File: src/rtl/tone_pkg.sv
// rtl/tone_pkg.sv - shared types and note table for the buzzer voice arbiter
package tone_pkg;

    localparam int CNT_W      = 19;
    localparam int NUM_VOICES = 4;

    typedef enum logic [1:0] {
        ST_IDLE = 2'd0,
        ST_GAP  = 2'd1,
        ST_PLAY = 2'd2
    } state_t;

    // Half-period counts at 50 MHz: open low E, 3rd, 5th and 6th fret.
    localparam logic [CNT_W-1:0] HALF_TABLE [NUM_VOICES] = '{
        19'd303361, 19'd255095, 19'd227264, 19'd214509
    };

endpackage

File: src/rtl/tone_voice_arbiter_if.sv
// rtl/tone_voice_arbiter_if.sv - button and buzzer signals of the voice arbiter
interface tone_voice_arbiter_if;

    logic [3:0] btn_n;
    logic       buzzer;
    logic [1:0] voice;
    logic       voice_valid;

    modport master (output btn_n, input buzzer, input voice, input voice_valid);
    modport slave  (input btn_n, output buzzer, output voice, output voice_valid);

endinterface

File: src/rtl/tone_gen.sv
// rtl/tone_gen.sv - shared square-wave generator, period 2*(half+1) cycles
module tone_gen
    import tone_pkg::*;
(
    input  logic             clk,
    input  logic             rst_n,
    input  logic             en,
    input  logic [CNT_W-1:0] half,
    output logic             wave
);

    logic [CNT_W-1:0] cnt;

    // Disabling parks the counter and output so every note starts low at count 0.
    always_ff @(posedge clk or negedge rst_n) begin
        if (!rst_n) begin
            cnt  <= '0;
            wave <= 1'b0;
        end else if (!en) begin
            cnt  <= '0;
            wave <= 1'b0;
        end else if (cnt >= half) begin
            cnt  <= '0;
            wave <= ~wave;
        end else begin
            cnt <= cnt + 1'b1;
        end
    end

endmodule

File: src/rtl/tone_voice_arbiter.sv
// rtl/tone_voice_arbiter.sv - debounced last-pressed-wins voice arbiter driving one buzzer
module tone_voice_arbiter
    import tone_pkg::*;
#(
    parameter int               DEBOUNCE_CYC = 1_000_000,
    parameter int               GAP_CYC      = 100_000,
    parameter logic [CNT_W-1:0] HALF_0       = HALF_TABLE[0],
    parameter logic [CNT_W-1:0] HALF_1       = HALF_TABLE[1],
    parameter logic [CNT_W-1:0] HALF_2       = HALF_TABLE[2],
    parameter logic [CNT_W-1:0] HALF_3       = HALF_TABLE[3]
) (
    input  logic                 clk,
    input  logic                 rst_n,
    tone_voice_arbiter_if.slave  bus
);

    localparam int DB_W  = (DEBOUNCE_CYC > 1) ? $clog2(DEBOUNCE_CYC) : 1;
    localparam int GAP_W = (GAP_CYC > 1) ? $clog2(GAP_CYC) : 1;
    localparam logic [DB_W-1:0]  DB_LAST  = DB_W'(DEBOUNCE_CYC - 1);
    localparam logic [GAP_W-1:0] GAP_LAST = GAP_W'(GAP_CYC - 1);

    logic [3:0]       sync1, sync2;
    logic [3:0]       db_level;
    logic [3:0]       press;
    logic [3:0]       held;
    logic [1:0]       recent;
    logic [1:0]       target;
    logic             target_ok;
    state_t           state, state_d;
    logic [1:0]       voice_q, voice_d;
    logic [GAP_W-1:0] gap_cnt, gap_d;
    logic             tone_en;
    logic [CNT_W-1:0] half_sel;
    logic             wave;

    always_ff @(posedge clk or negedge rst_n) begin
        if (!rst_n) begin
            sync1 <= 4'hF;
            sync2 <= 4'hF;
        end else begin
            sync1 <= bus.btn_n;
            sync2 <= sync1;
        end
    end

    for (genvar i = 0; i < 4; i++) begin : g_db
        logic [DB_W-1:0] cnt;
        logic            level;

        always_ff @(posedge clk or negedge rst_n) begin
            if (!rst_n) begin
                cnt   <= '0;
                level <= 1'b1;
            end else if (sync2[i] == level) begin
                cnt <= '0;
            end else if (cnt == DB_LAST) begin
                cnt   <= '0;
                level <= sync2[i];
            end else begin
                cnt <= cnt + 1'b1;
            end
        end

        assign db_level[i] = level;
        assign press[i]    = ~sync2[i] & level & (cnt == DB_LAST);
    end

    assign held = ~db_level;

    // Simultaneous presses resolve to the higher index.
    always_ff @(posedge clk or negedge rst_n) begin
        if (!rst_n) begin
            recent <= 2'd0;
        end else if (press[3]) begin
            recent <= 2'd3;
        end else if (press[2]) begin
            recent <= 2'd2;
        end else if (press[1]) begin
            recent <= 2'd1;
        end else if (press[0]) begin
            recent <= 2'd0;
        end
    end

    always_comb begin
        target    = recent;
        target_ok = |held;
        if (!held[recent]) begin
            target = 2'd0;
            for (int i = 3; i >= 0; i--) begin
                if (held[i]) target = 2'(i);
            end
        end
    end

    always_ff @(posedge clk or negedge rst_n) begin
        if (!rst_n) begin
            state   <= ST_IDLE;
            voice_q <= 2'd0;
            gap_cnt <= '0;
        end else begin
            state   <= state_d;
            voice_q <= voice_d;
            gap_cnt <= gap_d;
        end
    end

    // The tone is enabled only while staying in PLAY, so leaving PLAY silences it on the same edge.
    always_comb begin
        state_d = state;
        voice_d = voice_q;
        gap_d   = gap_cnt;
        tone_en = 1'b0;
        case (state)
            ST_IDLE: begin
                if (target_ok) begin
                    state_d = ST_GAP;
                    voice_d = target;
                    gap_d   = '0;
                end
            end
            ST_GAP: begin
                if (!target_ok) begin
                    state_d = ST_IDLE;
                end else if (target != voice_q) begin
                    voice_d = target;
                    gap_d   = '0;
                end else if (gap_cnt == GAP_LAST) begin
                    state_d = ST_PLAY;
                end else begin
                    gap_d = gap_cnt + 1'b1;
                end
            end
            ST_PLAY: begin
                if (!target_ok) begin
                    state_d = ST_IDLE;
                end else if (target != voice_q) begin
                    state_d = ST_GAP;
                    voice_d = target;
                    gap_d   = '0;
                end else begin
                    tone_en = 1'b1;
                end
            end
            default: state_d = ST_IDLE;
        endcase
    end

    always_comb begin
        half_sel = HALF_0;
        case (voice_q)
            2'd0:    half_sel = HALF_0;
            2'd1:    half_sel = HALF_1;
            2'd2:    half_sel = HALF_2;
            default: half_sel = HALF_3;
        endcase
    end

    tone_gen u_tone_gen (
        .clk   (clk),
        .rst_n (rst_n),
        .en    (tone_en),
        .half  (half_sel),
        .wave  (wave)
    );

    assign bus.buzzer      = wave;
    assign bus.voice       = voice_q;
    assign bus.voice_valid = (state == ST_PLAY);

endmodule

File: src/flat_wrapper.sv
// flat-port wrapper written by rule: the top's interface ports become plain ports
module tone_voice_arbiter_flat import tone_pkg::*;
#(
    parameter int               DEBOUNCE_CYC = 1_000_000,
    parameter int               GAP_CYC      = 100_000,
    parameter logic [CNT_W-1:0] HALF_0       = HALF_TABLE[0],
    parameter logic [CNT_W-1:0] HALF_1       = HALF_TABLE[1],
    parameter logic [CNT_W-1:0] HALF_2       = HALF_TABLE[2],
    parameter logic [CNT_W-1:0] HALF_3       = HALF_TABLE[3]
)
  (clk, rst_n, bus_btn_n, bus_buzzer, bus_voice, bus_voice_valid);
  tone_voice_arbiter_if bus_i ();
  input  logic clk;
  input  logic rst_n;
  input wire logic [$bits(bus_i.btn_n)-1:0] bus_btn_n;
  output wire logic [$bits(bus_i.buzzer)-1:0] bus_buzzer;
  output wire logic [$bits(bus_i.voice)-1:0] bus_voice;
  output wire logic [$bits(bus_i.voice_valid)-1:0] bus_voice_valid;
  assign bus_i.btn_n = bus_btn_n;
  assign bus_buzzer = bus_i.buzzer;
  assign bus_voice = bus_i.voice;
  assign bus_voice_valid = bus_i.voice_valid;
  tone_voice_arbiter #(.DEBOUNCE_CYC(DEBOUNCE_CYC), .GAP_CYC(GAP_CYC), .HALF_0(HALF_0), .HALF_1(HALF_1), .HALF_2(HALF_2), .HALF_3(HALF_3)) u_core (.clk(clk), .rst_n(rst_n), .bus(bus_i));
endmodule
File: config.mk
export PLATFORM = sky130hd
export DESIGN_NAME = tone_voice_arbiter_flat
export DESIGN_NICKNAME = d
export VERILOG_FILES = /design/src/rtl/tone_pkg.sv /design/src/rtl/tone_voice_arbiter_if.sv /design/src/rtl/tone_gen.sv /design/src/rtl/tone_voice_arbiter.sv /design/src/flat_wrapper.sv
export SDC_FILE = /design/constraint.sdc
export NUM_CORES = 1
export LEC_CHECK = 0
export BUFFER_PORTS_ARGS = -buffer_cell sky130_fd_sc_hd__buf_2
export CAP_MARGIN = 20
export CORE_MARGIN = 2
export CORE_UTILIZATION = 50
export CTS_CLUSTER_DIAMETER = 80
export DETAILED_ROUTE_END_ITERATION = 16
export PLACE_DENSITY = 0.66
export SYNTH_ARGS = -nofsm -noshare
export SYNTH_HDL_FRONTEND = slang
export SYNTH_SLANG_ARGS = --single-unit
File: constraint.sdc
create_clock -name clk -period 5.95 [get_ports clk]
set_input_delay 0.2975 -clock clk [delete_from_list [all_inputs] [get_ports clk]]
set_output_delay 0.2975 -clock clk [all_outputs]
set_load 0.01 [all_outputs]
======== Word level (Yosys, flattened, before mapping) ========
Index checks and enable logic that the tools add are counted.
W data, S select, Z words.
cells by class
  add/sub/neg operators ................... 6
  multipliers ............................. 0
  divide/modulo/power cells ............... 0
  magnitude comparators ................... 2
  eq/ne operators ......................... 25
  shift-type cells ........................ 0
  muxes and demuxes ....................... 45
  bitwise operators ....................... 18
  reduce and logical (&&, ||, !) cells .... 14
operator list
  kind                     number
  $mux W20                 8
  $mux W17                 6
  $add A20 B1 Y20 const B  4
  $eq A20 B20 Y1 const B   4
  $pmux W19 S3             1
  $pmux W17 S3             1
  $mux W19                 2
  $mux W2                  18
  $add A19 B1 Y19 const B  1
  $ge A19 B19 Y1           1
  $add A17 B1 Y17 const B  1
  $eq A17 B17 Y1 const B   1
  $ne A2 B1 Y1 const B     7
  $ne A3 B3 Y1 const B     3
  $not A1 Y1               9
  $and A1 B1 Y1            8
  $reduce_and A2 Y1        4
  $reduce_and A4 Y1        2
  $mux W1                  6
  $pmux W2 S3              1
  $reduce_and A6 Y1        1
  $eq A1 B1 Y1             4
  $eq A2 B1 Y1 const B     2
  $eq A2 B2 Y1 const B     2
  12 further kinds         13
storage, ports and cells
  bits in registers ....................... 135
  latch bits .............................. 0
  bits in writable memories ............... 0
  ROM bits ................................ 0
  bits of input ports ..................... 6
  output and inout bits ................... 4
  logic and storage cells ................. 126
  memories ................................ 0

======== Logic depth before layout (Yosys ltp) ========
  word-level depth ........................ 11
  mapped depth ............................ 11
  depth with buffers taken out ............ 10

======== Hierarchy ========
From an unflattened synthesis, not the netlist that was laid out.
unflattened totals
  cell total of the unflattened synthesis .. 759
  area total of the unflattened synthesis .. 7191.9 µm²
by module, submodules not included
  module              times used  cells each  area an instance (µm²)  sequential area each (µm²)
  tone_voice_arbiter  1           602         5788.1                  2892.8
  tone_gen            1           157         1403.8                  500.5

======== Least setup slack after synthesis ========
OpenSTA, ideal clock, no wires.
  kind .................................... flip-flop to flip-flop
  start point ............................. reg u_core.voice_q[1] (netlist: u_core.bus.voice[1])
  end point ............................... reg u_core.u_tone_gen.cnt[10]
  setup time .............................. 0.071 ns
  data arrival time ....................... 2.413 ns
  required time ........................... 5.879 ns
  path slack .............................. 3.466 ns
  stages on the path, launching flop included .. 12
  buffers on the path ..................... 1
  period minus slack after synthesis ...... 2.484 ns
  cell sequence ........................... dfrtp_1 -> inv_1 -> nand2_1 -> inv_1 -> ha_1 -> and3_1 -> a211oi_1 -> o21ai_0 -> a211oi_1 -> nand4_2 -> buf_2 -> nor2_1
on the way
  word-level cells in the longest chain between the ends .. 5
  elaborated cells on any way between the ends .. 11
  those cells by class .................... 1 x order compare; 3 x eq/ne; 6 x mux; 1 x reduce/logical
RTL lines
  what                                       RTL line                                              source
  start: declaration                         tone_voice_arbiter.sv:30                              logic [1:0] voice_q, voice_d;
  start signal: assignment                   tone_voice_arbiter.sv:103                             voice_q <= voice_d;
  $eq A2 B2 Y1 (tied with other cells)       tone_voice_arbiter.sv:151                             case (voice_q)
  $pmux W19 S3 or $mux W1 (tied branches)    tone_voice_arbiter.sv:151, tone_voice_arbiter.sv:137
  $ge A19 B19 Y1 or $mux W1 (tied branches)  tone_gen.sv:22, tone_voice_arbiter.sv:135
  $mux W19 or $mux W1 (tied branches)        tone_gen.sv:22, tone_voice_arbiter.sv:114
  $mux W19 *                                 tone_gen.sv:19                                        end else if (!en) begin
  end signal: assignment                     tone_gen.sv:26                                        cnt <= cnt + 1'b1;
  end: declaration                           tone_gen.sv:12                                        logic [CNT_W-1:0] cnt;
Every way passes the cells marked *; elsewhere a longest branch is shown, timed or not.
A chain may end at the register's enable or synchronous reset.

======== Worst setup path after layout ========
Ends and elaborated chain as after synthesis.

==> results_dict.tcl <==
set metrics [dict create \
    firstDrtPassIters 4 \
    leakage_nw 3.48 \
    cts_buffers 17 \
    antenna_found_initial 0 \
    fin_setup_tns_ns 0 \
    grt_start_max_net_pins 78 \
    design_area_um2 8050 \
    cts_sinks 135 \
    dp_hpwl_mm 8.96 \
    p_total_mw 2.21 \
    cp.arrival_ns 3.34 \
    ant_nets 0 \
    rr_worst_depth 10 \
    viasPerCell 5.51 \
    io_buffer_count 9 \
    worst_slack_ns 2.94 \
    max_freq_mhz 332 \
    hold_class "reg -> reg" \
    drv_cap 0 \
    cts-root-buf "clkbuf_16" \
    synth_nets 773 \
    synth-edff-count 0 \
    ys_seq_area_frac 0.477 \
    finalHoldViolCount 0 \
    insertedDiodeCount 0 \
    rows 43 \
    synth_cells 735 \
    worstSetupPathType "reg -> reg" \
    synth_compound_area_frac 0.0723 \
    cts_setup_buffers 0 \
    irDropWorstVdd_mv 0.192 \
    synthAdderAreaFrac 0.0563 \
    ys_async_sr_fraction 1.00 \
    synth_flop_cell "dfrtp_1" \
    place_ws_ns 3.02 \
    grt_pass1_vias 5310 \
    clk_path_buf_depth 2 \
    outcome "finished clean" \
    fin_skew_ns 0.00921 \
    grt_usage 0.198 \
    clk_latency_ns 0.42 \
    synth_seq_cells 135 \
    htreeDepth 4 \
    final_cell_mix "nor2_1 (137), dfrtp_1 (123), nand3_1 (53)" \
    yosys.area.top_type "dfrtp_1" \
    core_area_um2 13900 \
    ios 10 \
    clk_pin_slew_ns 0.06 \
    grt_pass1_wl_mm 24.0 \
    cp.required_ns 6.28 \
    yosysTopAreaCellShare 0.433 \
    die_y_um 123 \
    drt-wirelength-per-cell_um 14.3 \
    post-route-period-util 0.506 \
    nets 791 \
    initial_core_util 0.513 \
    synth_top_family_by_area "simple AND/OR/NAND/NOR gates" \
    setup_viol 0 \
    crit_path_max_fanout 19 \
    max-slew-margin-rel 0.386 \
    area_delta_synth_final_pct 13.1 \
    cp-start-kind "flip-flop" \
    synth.area.mux_share 0.0106 \
    synth_simple_gate_area_frac 0.248 \
    final_common_cell "nor2_1" \
    maxSlewViolCount 0 \
    synth_area_leaders "dfrtp_1 (43%), nor2_1 (7.2%), xor2_1 (6.2%), ha_1 (5.6%), xnor2_1 (4.7%)" \
    grt-ovfl-total 0 \
    critPathCaptureType "flip-flop" \
    cts_tree "built" \
    placed_area_um2 7310 \
    power.density_nw_per_um2 274 \
    min_path_cells 0 \
    rsz0062_at_grt "false" \
    ys.warnings.count 0 \
    layout-drive-gt1-share 0.0927 \
    synth_cell_type_count 55 \
    worst_pin_slew_ns 0.921 \
    holdWs_ns 0.357 \
    synthXorXnorAreaFrac 0.108 \
    gp_congestion 0.851 \
    syn_area_per_cell_um2 9.68 \
    drt_iter0_markers 405 \
    die_w_um 123 \
    wl_mm 13.5 \
    die_area_um2 15200 \
    drc 0 \
    dr_total_vias 5210 \
    fin_crit_ns 3.01 \
    syn_area_um2 7120 \
]
[synth_stat cells, types with 4 or more instances]
cell	n
mux2_2	4
dfstp_2	12
buf_2	4
a21oi_1	8
and3_1	21
and2_1	4
xor2_1	50
or2_2	6
o31ai_1	5
nor2_1	137
a21o_1	4
nand3_1	53
ha_1	32
nor3b_1	5
clkbuf_1	8
xnor2_1	38
nor3_1	15
nand2b_1	4
nand4_1	21
o22a_1	12
nor2b_1	6
inv_1	29
dfrtp_1	123
and4_1	6
nand2_1	45
nor4_1	10
o21ai_0	24
nor4b_1	4
[worst max-delay path: stages, from the launching register on]
cell      delay [ns]
dfrtp_1         0.50
inv_1           0.12
nand2_1         0.11
inv_1           0.12
ha_1            0.31
and3_1          0.17
a211oi_1        0.23
o21ai_0         0.13
a211oi_1        0.44
nand4_2         0.52
nor2_1          0.27
[report_power, final]
group	switching, mW	internal, mW
clock network	0.393	0.830
logic	0.0336	0.0121
registers	0.00850	0.930
[layer usage]
metal / share of wire / vias up / track usage
met5: 0 / - / 0
met4: 0.013 / 0 / 0.0675
met3: 0.030 / 13 / 0.0512
met2: 0.48 / 69 / 0.325
met1: 0.47 / 2547 / 0.254
li1: - / 2581 / -
[path summary, 6_finish.rpt]
check                               startpoint                        end  slack, ns
max in group asynchronous                rst_n     u_core.g_db[3].cnt[13]       4.20
min in group asynchronous                rst_n  u_core.u_tone_gen.cnt[11]       0.40
setup reg to reg           u_core.bus.voice[1]  u_core.u_tone_gen.cnt[10]       2.94
setup / recovery           u_core.bus.voice[1]  u_core.u_tone_gen.cnt[10]       2.94
hold / removal                 u_core.sync1[1]            u_core.sync2[1]       0.36
hold reg to reg                u_core.sync1[1]            u_core.sync2[1]       0.36
[cell families after synthesis]
kind of cell	count (synthesis)
simple gates	355
flops	135
compound gates	73
mux	7
buf+inv	45
xor+xnor	88
fa+ha+maj	32
[state kept, by name, summed over array words and instances (netlist names)]
signal and flops:
u_core.sync2 4, u_core.u_tone_gen.wave 1, u_core.gap_cnt 17, u_core.bus.voice 2, u_core.recent 2, u_core.g_db.cnt 80
u_core.sync1 4, u_core.g_db.level 4, u_core.state 2, u_core.u_tone_gen.cnt 19
[layout make-up]
type                            instances  area [um^2]
Fill cell                            1169         5830
Multi-Input combinational cell        555         3530
Tap cell                              180          225
Clock inverter                         12          248
Clock buffer                           20          437
Inverter                               29          109
Timing Repair Buffer                   15          109
Sequential cell                       135         3390
[stage by stage]
stage                util  cells
global placement    0.527    909
floorplan               -    735
detailed placement  0.527    909
global route        0.580    946
finish              0.580    946
CTS                 0.580    946
[what timing repair did]
| action | 4_1_cts | 5_1_grt |
|---|---|---|
| gates resized for setup | 0 | 0 |
| hold endpoints to repair | 62 | 0 |
| hold buffers | 5 | 0 |
Note: power is estimated with default switching activity, not from simulation.
